File: config.mk
export PLATFORM = sky130hd
export DESIGN_NAME = serial_adder_flat
export DESIGN_NICKNAME = d
export VERILOG_FILES = /design/src/rtl/adder_pkg.sv /design/src/rtl/serial_adder_if.sv /design/src/rtl/add1b_full.sv /design/src/rtl/serial_adder.sv /design/src/flat_wrapper.sv
export SDC_FILE = /design/constraint.sdc
export NUM_CORES = 1
export LEC_CHECK = 0
export ABC_AREA = 1
export CAP_MARGIN = 25
export CORE_MARGIN = 5
export CORE_UTILIZATION = 30
export CTS_BUF_LIST = sky130_fd_sc_hd__clkbuf_4
export CTS_CLUSTER_SIZE = 20
export DETAILED_ROUTE_END_ITERATION = 16
export PLACE_DENSITY = 0.52
export REMOVE_ABC_BUFFERS = 1
export SYNTH_ARGS = -nofsm -noshare
export SYNTH_HDL_FRONTEND = slang
export SYNTH_HIERARCHICAL = 1
export SYNTH_SLANG_ARGS = --single-unit
File: constraint.sdc
create_clock -name clk -period 1.24 [get_ports clk]
set_input_delay 0.248 -clock clk [delete_from_list [all_inputs] [get_ports clk]]
set_output_delay 0.248 -clock clk [all_outputs]
set_load 0.05 [all_outputs]
File: src/rtl/adder_pkg.sv
// Shared types and helpers for the bit-serial adder.
//   state_t   : controller states (IDLE, RUN, DONE)
//   cnt_width : width of the bit counter for an N-bit operand
package adder_pkg;

  typedef enum logic [1:0] {
    IDLE = 2'd0,
    RUN  = 2'd1,
    DONE = 2'd2
  } state_t;

  // clog2(n+1) lets the counter hold every value 0..n.
  function automatic int unsigned cnt_width(input int unsigned n);
    int unsigned w;
    w = $clog2(n + 1);
    if (w < 1) w = 1;
    return w;
  endfunction

endpackage

File: src/rtl/serial_adder_if.sv
// Request/result bundle of the bit-serial adder.
//   start    : request, sampled only when the adder is not busy
//   a, b     : operands, captured in the cycle start is accepted
//   busy     : an addition is in progress
//   done     : one-cycle pulse, sum/cout have just been updated
//   sum,cout : registered result and carry out of bit N-1
// master drives the request; slave is the adder itself.
interface serial_adder_if #(
  parameter int unsigned N = 8
);

  logic         start;
  logic [N-1:0] a;
  logic [N-1:0] b;
  logic         busy;
  logic         done;
  logic [N-1:0] sum;
  logic         cout;

  modport master (
    output start, a, b,
    input  busy, done, sum, cout
  );

  modport slave (
    input  start, a, b,
    output busy, done, sum, cout
  );

endinterface

File: src/rtl/add1b_full.sv
// One-bit full adder cell, purely combinational.
//   x, y     : operand bits
//   cin      : carry in
//   result   : sum bit
//   retenue  : carry out
module add1b_full (
  input  logic x,
  input  logic y,
  input  logic cin,
  output logic result,
  output logic retenue
);

  logic p;

  assign p       = x ^ y;
  assign result  = p ^ cin;
  assign retenue = (x & y) | (cin & p);

endmodule

File: src/rtl/serial_adder.sv
// Bit-serial N-bit adder: one operand bit pair per cycle through a single
// full-adder cell, LSB first, with a start/busy/done handshake.
//   clk  : clock, all state updates on the rising edge
//   rst  : synchronous active-high reset
//   bus  : serial_adder_if slave (start, a, b in; busy, done, sum, cout out)
// N must match the N of the connected interface (legal range 1..32).
module serial_adder
  import adder_pkg::*;
#(
  parameter int unsigned N = 8
) (
  input  logic           clk,
  input  logic           rst,
  serial_adder_if.slave  bus
);

  localparam int unsigned CW = cnt_width(N);

  state_t         state, state_nxt;
  logic [N-1:0]   sa, sa_nxt;
  logic [N-1:0]   sb, sb_nxt;
  logic [N-1:0]   acc, acc_nxt;
  logic           c, c_nxt;
  logic [CW-1:0]  cnt, cnt_nxt;
  logic [N-1:0]   sum_q, sum_nxt;
  logic           cout_q, cout_nxt;
  logic           busy_q;
  logic           done_q;

  logic           fa_sum;
  logic           fa_carry;

  // Single adder cell, always looking at the current LSBs and stored carry.
  add1b_full u_fa (
    .x       (sa[0]),
    .y       (sb[0]),
    .cin     (c),
    .result  (fa_sum),
    .retenue (fa_carry)
  );

  // Next-state and datapath update.
  always_comb begin
    state_nxt = state;
    sa_nxt    = sa;
    sb_nxt    = sb;
    acc_nxt   = acc;
    c_nxt     = c;
    cnt_nxt   = cnt;
    sum_nxt   = sum_q;
    cout_nxt  = cout_q;

    case (state)
      IDLE, DONE: begin
        if (bus.start) begin
          state_nxt = RUN;
          sa_nxt    = bus.a;
          sb_nxt    = bus.b;
          c_nxt     = 1'b0;
          cnt_nxt   = '0;
        end else begin
          state_nxt = IDLE;
        end
      end

      RUN: begin
        sa_nxt  = sa >> 1;
        sb_nxt  = sb >> 1;
        c_nxt   = fa_carry;
        // New sum bit enters at the MSB; after N shifts bit 0 sits at acc[0].
        acc_nxt = (acc >> 1) | (N'(fa_sum) << (N - 1));
        cnt_nxt = cnt + CW'(1);
        if (cnt == CW'(N - 1)) begin
          state_nxt = DONE;
          sum_nxt   = acc_nxt;
          cout_nxt  = fa_carry;
        end
      end

      default: state_nxt = IDLE;
    endcase
  end

  // State and datapath registers; busy/done are decoded from the next state
  // so they are flops that track state==RUN / state==DONE exactly.
  always_ff @(posedge clk) begin
    if (rst) begin
      state  <= IDLE;
      sa     <= '0;
      sb     <= '0;
      acc    <= '0;
      c      <= 1'b0;
      cnt    <= '0;
      sum_q  <= '0;
      cout_q <= 1'b0;
      busy_q <= 1'b0;
      done_q <= 1'b0;
    end else begin
      state  <= state_nxt;
      sa     <= sa_nxt;
      sb     <= sb_nxt;
      acc    <= acc_nxt;
      c      <= c_nxt;
      cnt    <= cnt_nxt;
      sum_q  <= sum_nxt;
      cout_q <= cout_nxt;
      busy_q <= (state_nxt == RUN);
      done_q <= (state_nxt == DONE);
    end
  end

  assign bus.busy = busy_q;
  assign bus.done = done_q;
  assign bus.sum  = sum_q;
  assign bus.cout = cout_q;

endmodule

File: src/flat_wrapper.sv
// flat-port wrapper written by rule: the top's interface ports become plain ports
module serial_adder_flat import adder_pkg::*;
#(
  parameter int unsigned N = 8
)
  (clk, rst, bus_start, bus_a, bus_b, bus_busy, bus_done, bus_sum, bus_cout);
  serial_adder_if #(.N(N)) bus_i ();
  input  logic clk;
  input  logic rst;
  input wire logic [$bits(bus_i.start)-1:0] bus_start;
  input wire logic [$bits(bus_i.a)-1:0] bus_a;
  input wire logic [$bits(bus_i.b)-1:0] bus_b;
  output wire logic [$bits(bus_i.busy)-1:0] bus_busy;
  output wire logic [$bits(bus_i.done)-1:0] bus_done;
  output wire logic [$bits(bus_i.sum)-1:0] bus_sum;
  output wire logic [$bits(bus_i.cout)-1:0] bus_cout;
  assign bus_i.start = bus_start;
  assign bus_i.a = bus_a;
  assign bus_i.b = bus_b;
  assign bus_busy = bus_i.busy;
  assign bus_done = bus_i.done;
  assign bus_sum = bus_i.sum;
  assign bus_cout = bus_i.cout;
  serial_adder #(.N(N)) u_core (.clk(clk), .rst(rst), .bus(bus_i));
endmodule
==> impl_metrics.toml <==
[sta]
hold_viol = 0
setup_ws_ns = 0.09208
relSlewSlack_pct = 83.85
setup-tns-final_ns = 0
finalMaxSlewViolations = 0
post-route-min-period_ns = 1.148
setup_violations = 0
worstMarginPinSlew_ns = 0.2420
skew_ns = 0.006446
fin_crit_sh_pct = 92.57
fmax_mhz = 871.1
rsz0062_at_grt = "no"
holdWs_ns = 0.4621

[setup_path]
ff2ff_setup_slack_ns = 0.10
crit_cells = 1
cp-end-kind = "primary output"
r2r_end = "u_core/acc[7]"
r2r-start = "u_core/sb[0]"
r2r_cells = 3
crit_start = "u_core/bus.busy"
slowest_delay_ns = 0.41
cp_max_fo = 1
start_kind = "register"
crit_buf_inv = 1
critPathTopFamily = "flip-flops"
cp_cell_sequence = "buf_12"
slowest_stage = "dfxtp_1"
cp_data_required_time_ns = 0.99
worstPathArrival_ns = 0.90
path_class = "reg2out"
crit_end = "bus_busy"

[synth]
ys_ff_latch = 41
synth_area_um2 = 1809
synth.distinct_cells = 23
synth_top_area_share_pct = 45.37
yosysWarningCount = 6
yosys.area.top_type = "dfxtp_1"
synth_area_leaders = "dfxtp_1 45%, nand3_1 19%, nand2_1 6.8%, a21oi_1 6.4%, nor2_1 4.6%"
avgSynthCellArea_um2 = 7.538
ys_seq_area_share_pct = 45.37
syn_inst = 240

[clock_network]
cts_tree = "built"
clk_pin_slew_ns = 0.12
cts_root_buf = "clkbuf_4"
cts_buffer_depth = 2
cts_sinks = 41
htreeDepth = 2
insertion_delay_ns = 0.34
ctsHoldBuffers = 0
cts_buffers = 5

[power]
power-per-cell-area_nw_per_um2 = 1103
ir_drop_uv = 439.9
leakage_nw = 1.033
p_total_w = 0.002687

[detailed_routing]
wl_per_cell_um = 11.45
totalWireLength_um = 4032
drt_first_pass_iters = 4
via_count = 1619
drc = 0
drt-initial-drc-count = 47
vias_per_cell = 4.599
ant_nets = 0

[floorplan]
dieArea_um2 = 7684
initial_utilization_pct = 30.74
boundaryPins = 30
die_h_um = 87.66
fp.coreArea_um2 = 5886
num_rows = 28
die_x_um = 87.66

[layout]
post-route-util_pct = 41.39
layout-drive-gt1-share_pct = 16.61
final_common_cell = "nand3_1"
fill_cells = 624
area_delta_synth_final_pct = 34.65
fin_nets = 297
num_antenna_cells = 0
final_cell_mix = "67 x nand3_1, 38 x dfxtp_1, 33 x nand2_1, 23 x a21oi_1, 22 x nor2_1"

[status]
status = "completed"

[place]
pre_cts_ws_ns = -0.1898
hpwl_um = 2817
port_buffers = 29
gp_congestion = 0.7756

[grt]
grt_overflow = 0
grt_pass1_vias = 1529
antenna_found_initial = 0
grt_pass1_wl_um = 7093
grt_max_degree = 29
track_usage_pct = 11.50

[run]
cap_violations = 0

[min_path]
hp-class = "reg2reg"
## where the power goes
part           internal, W  leakage [nW]  switching [W]  total [W]
combinational     0.000187         0.658       0.000211   0.000398
clock             0.000418        0.0389       0.000444   0.000861
sequential         0.00138         0.336      0.0000431    0.00143
## metrics by stage
| step | std cells | instance area, um2 |
|---|---|---|
| finish | 352 | 2436 |
| global route | 352 | 2436 |
| CTS | 352 | 2416 |
| detailed placement | 344 | 2337 |
| global placement | 344 | 2337 |
| floorplan | 224 | 1698 |
## logic make-up (layout without fill, tap and decap cells)
kind of cell | Yosys count | in the layout | share of synthesized area (%)
simple gates | 128 | 128 | 33.33
compound gates | 32 | 32 | 8.852
buf+inv | 37 | 74 | 10.65
fa+ha+maj | 2 | 2 | 1.798
flops | 41 | 41 | 45.37
## cell type report
| class | count | area [um2] | area share [%] |
|---|---|---|---|
| clock buffer | 5 | 37.54 | 1.541 |
| clock inverter | 3 | 41.29 | 1.695 |
| inverter | 21 | 81.33 | 3.338 |
| multi-input combinational | 162 | 808.3 | 33.18 |
| sequential | 41 | 824.5 | 33.85 |
| tap | 75 | 93.84 | 3.852 |
| timing repair buffer | 45 | 549.3 | 22.55 |
## how the worst min path moves through the flow
stage	slack [ns]	cells after the start	endpoint	start
6_report	0.46	2	u_core/acc[1]	u_core/acc[1]
5_1_grt	0.47	3	u_core/sb[7]	bus_b[7]
4_1_cts	0.45	3	u_core/sb[7]	bus_b[7]
3_5_place_dp	0.45	2	u_core/acc[1]	u_core/acc[1]
3_3_place_gp	0.44	2	u_core/acc[1]	u_core/acc[1]
2_1_floorplan	0.32	1	u_core/c	rst
## synth_stat cells
master    instances
clkbuf_1          3
inv_2             1
nor2_1           22
buf_2             4
nor2_4            1
clkinv_1          1
nand2_4           1
a21oi_1          23
nand3_1          67
dfxtp_1          41
nand2_2           2
nor2_8            1
inv_4             1
clkbuf_2          1
buf_6             4
buf_4             4
inv_1            18
nand2_1          33
o21ai_1           1
o21ai_0           8
nor2_2            1
ha_1              1
fa_1              1
## per-layer routing
layer	routed length, um	track usage [%]
met1	2039	16.21
met4	21	2.929
met5	0	0
met3	203	3.104
met2	1768	17.40
## registers in the layout, indices dropped and copies added (netlist names)
signal,flops
u_core/acc,7
u_core/bus.busy,1
u_core/bus.cout,1
u_core/bus.done,1
u_core/bus.sum,8
u_core/c,1
u_core/cnt,4
u_core/sa,8
u_core/sb,8
u_core/state,2
## repair_timing
action | CTS | global route
resized for setup | 0 | 8
hold endpoints to repair | 0 | 0
endpoints found under the setup margin | 0 | 10
setup buffers | 0 | 0
## tightest hold or removal path: cells and delay by family, from the launching register on
family | cells | cell delay (ns)
compound gates | 1 | 0.06
buf+inv | 1 | 0.06
flops | 1 | 0.32
Note: power is estimated with default switching activity, not from simulation.
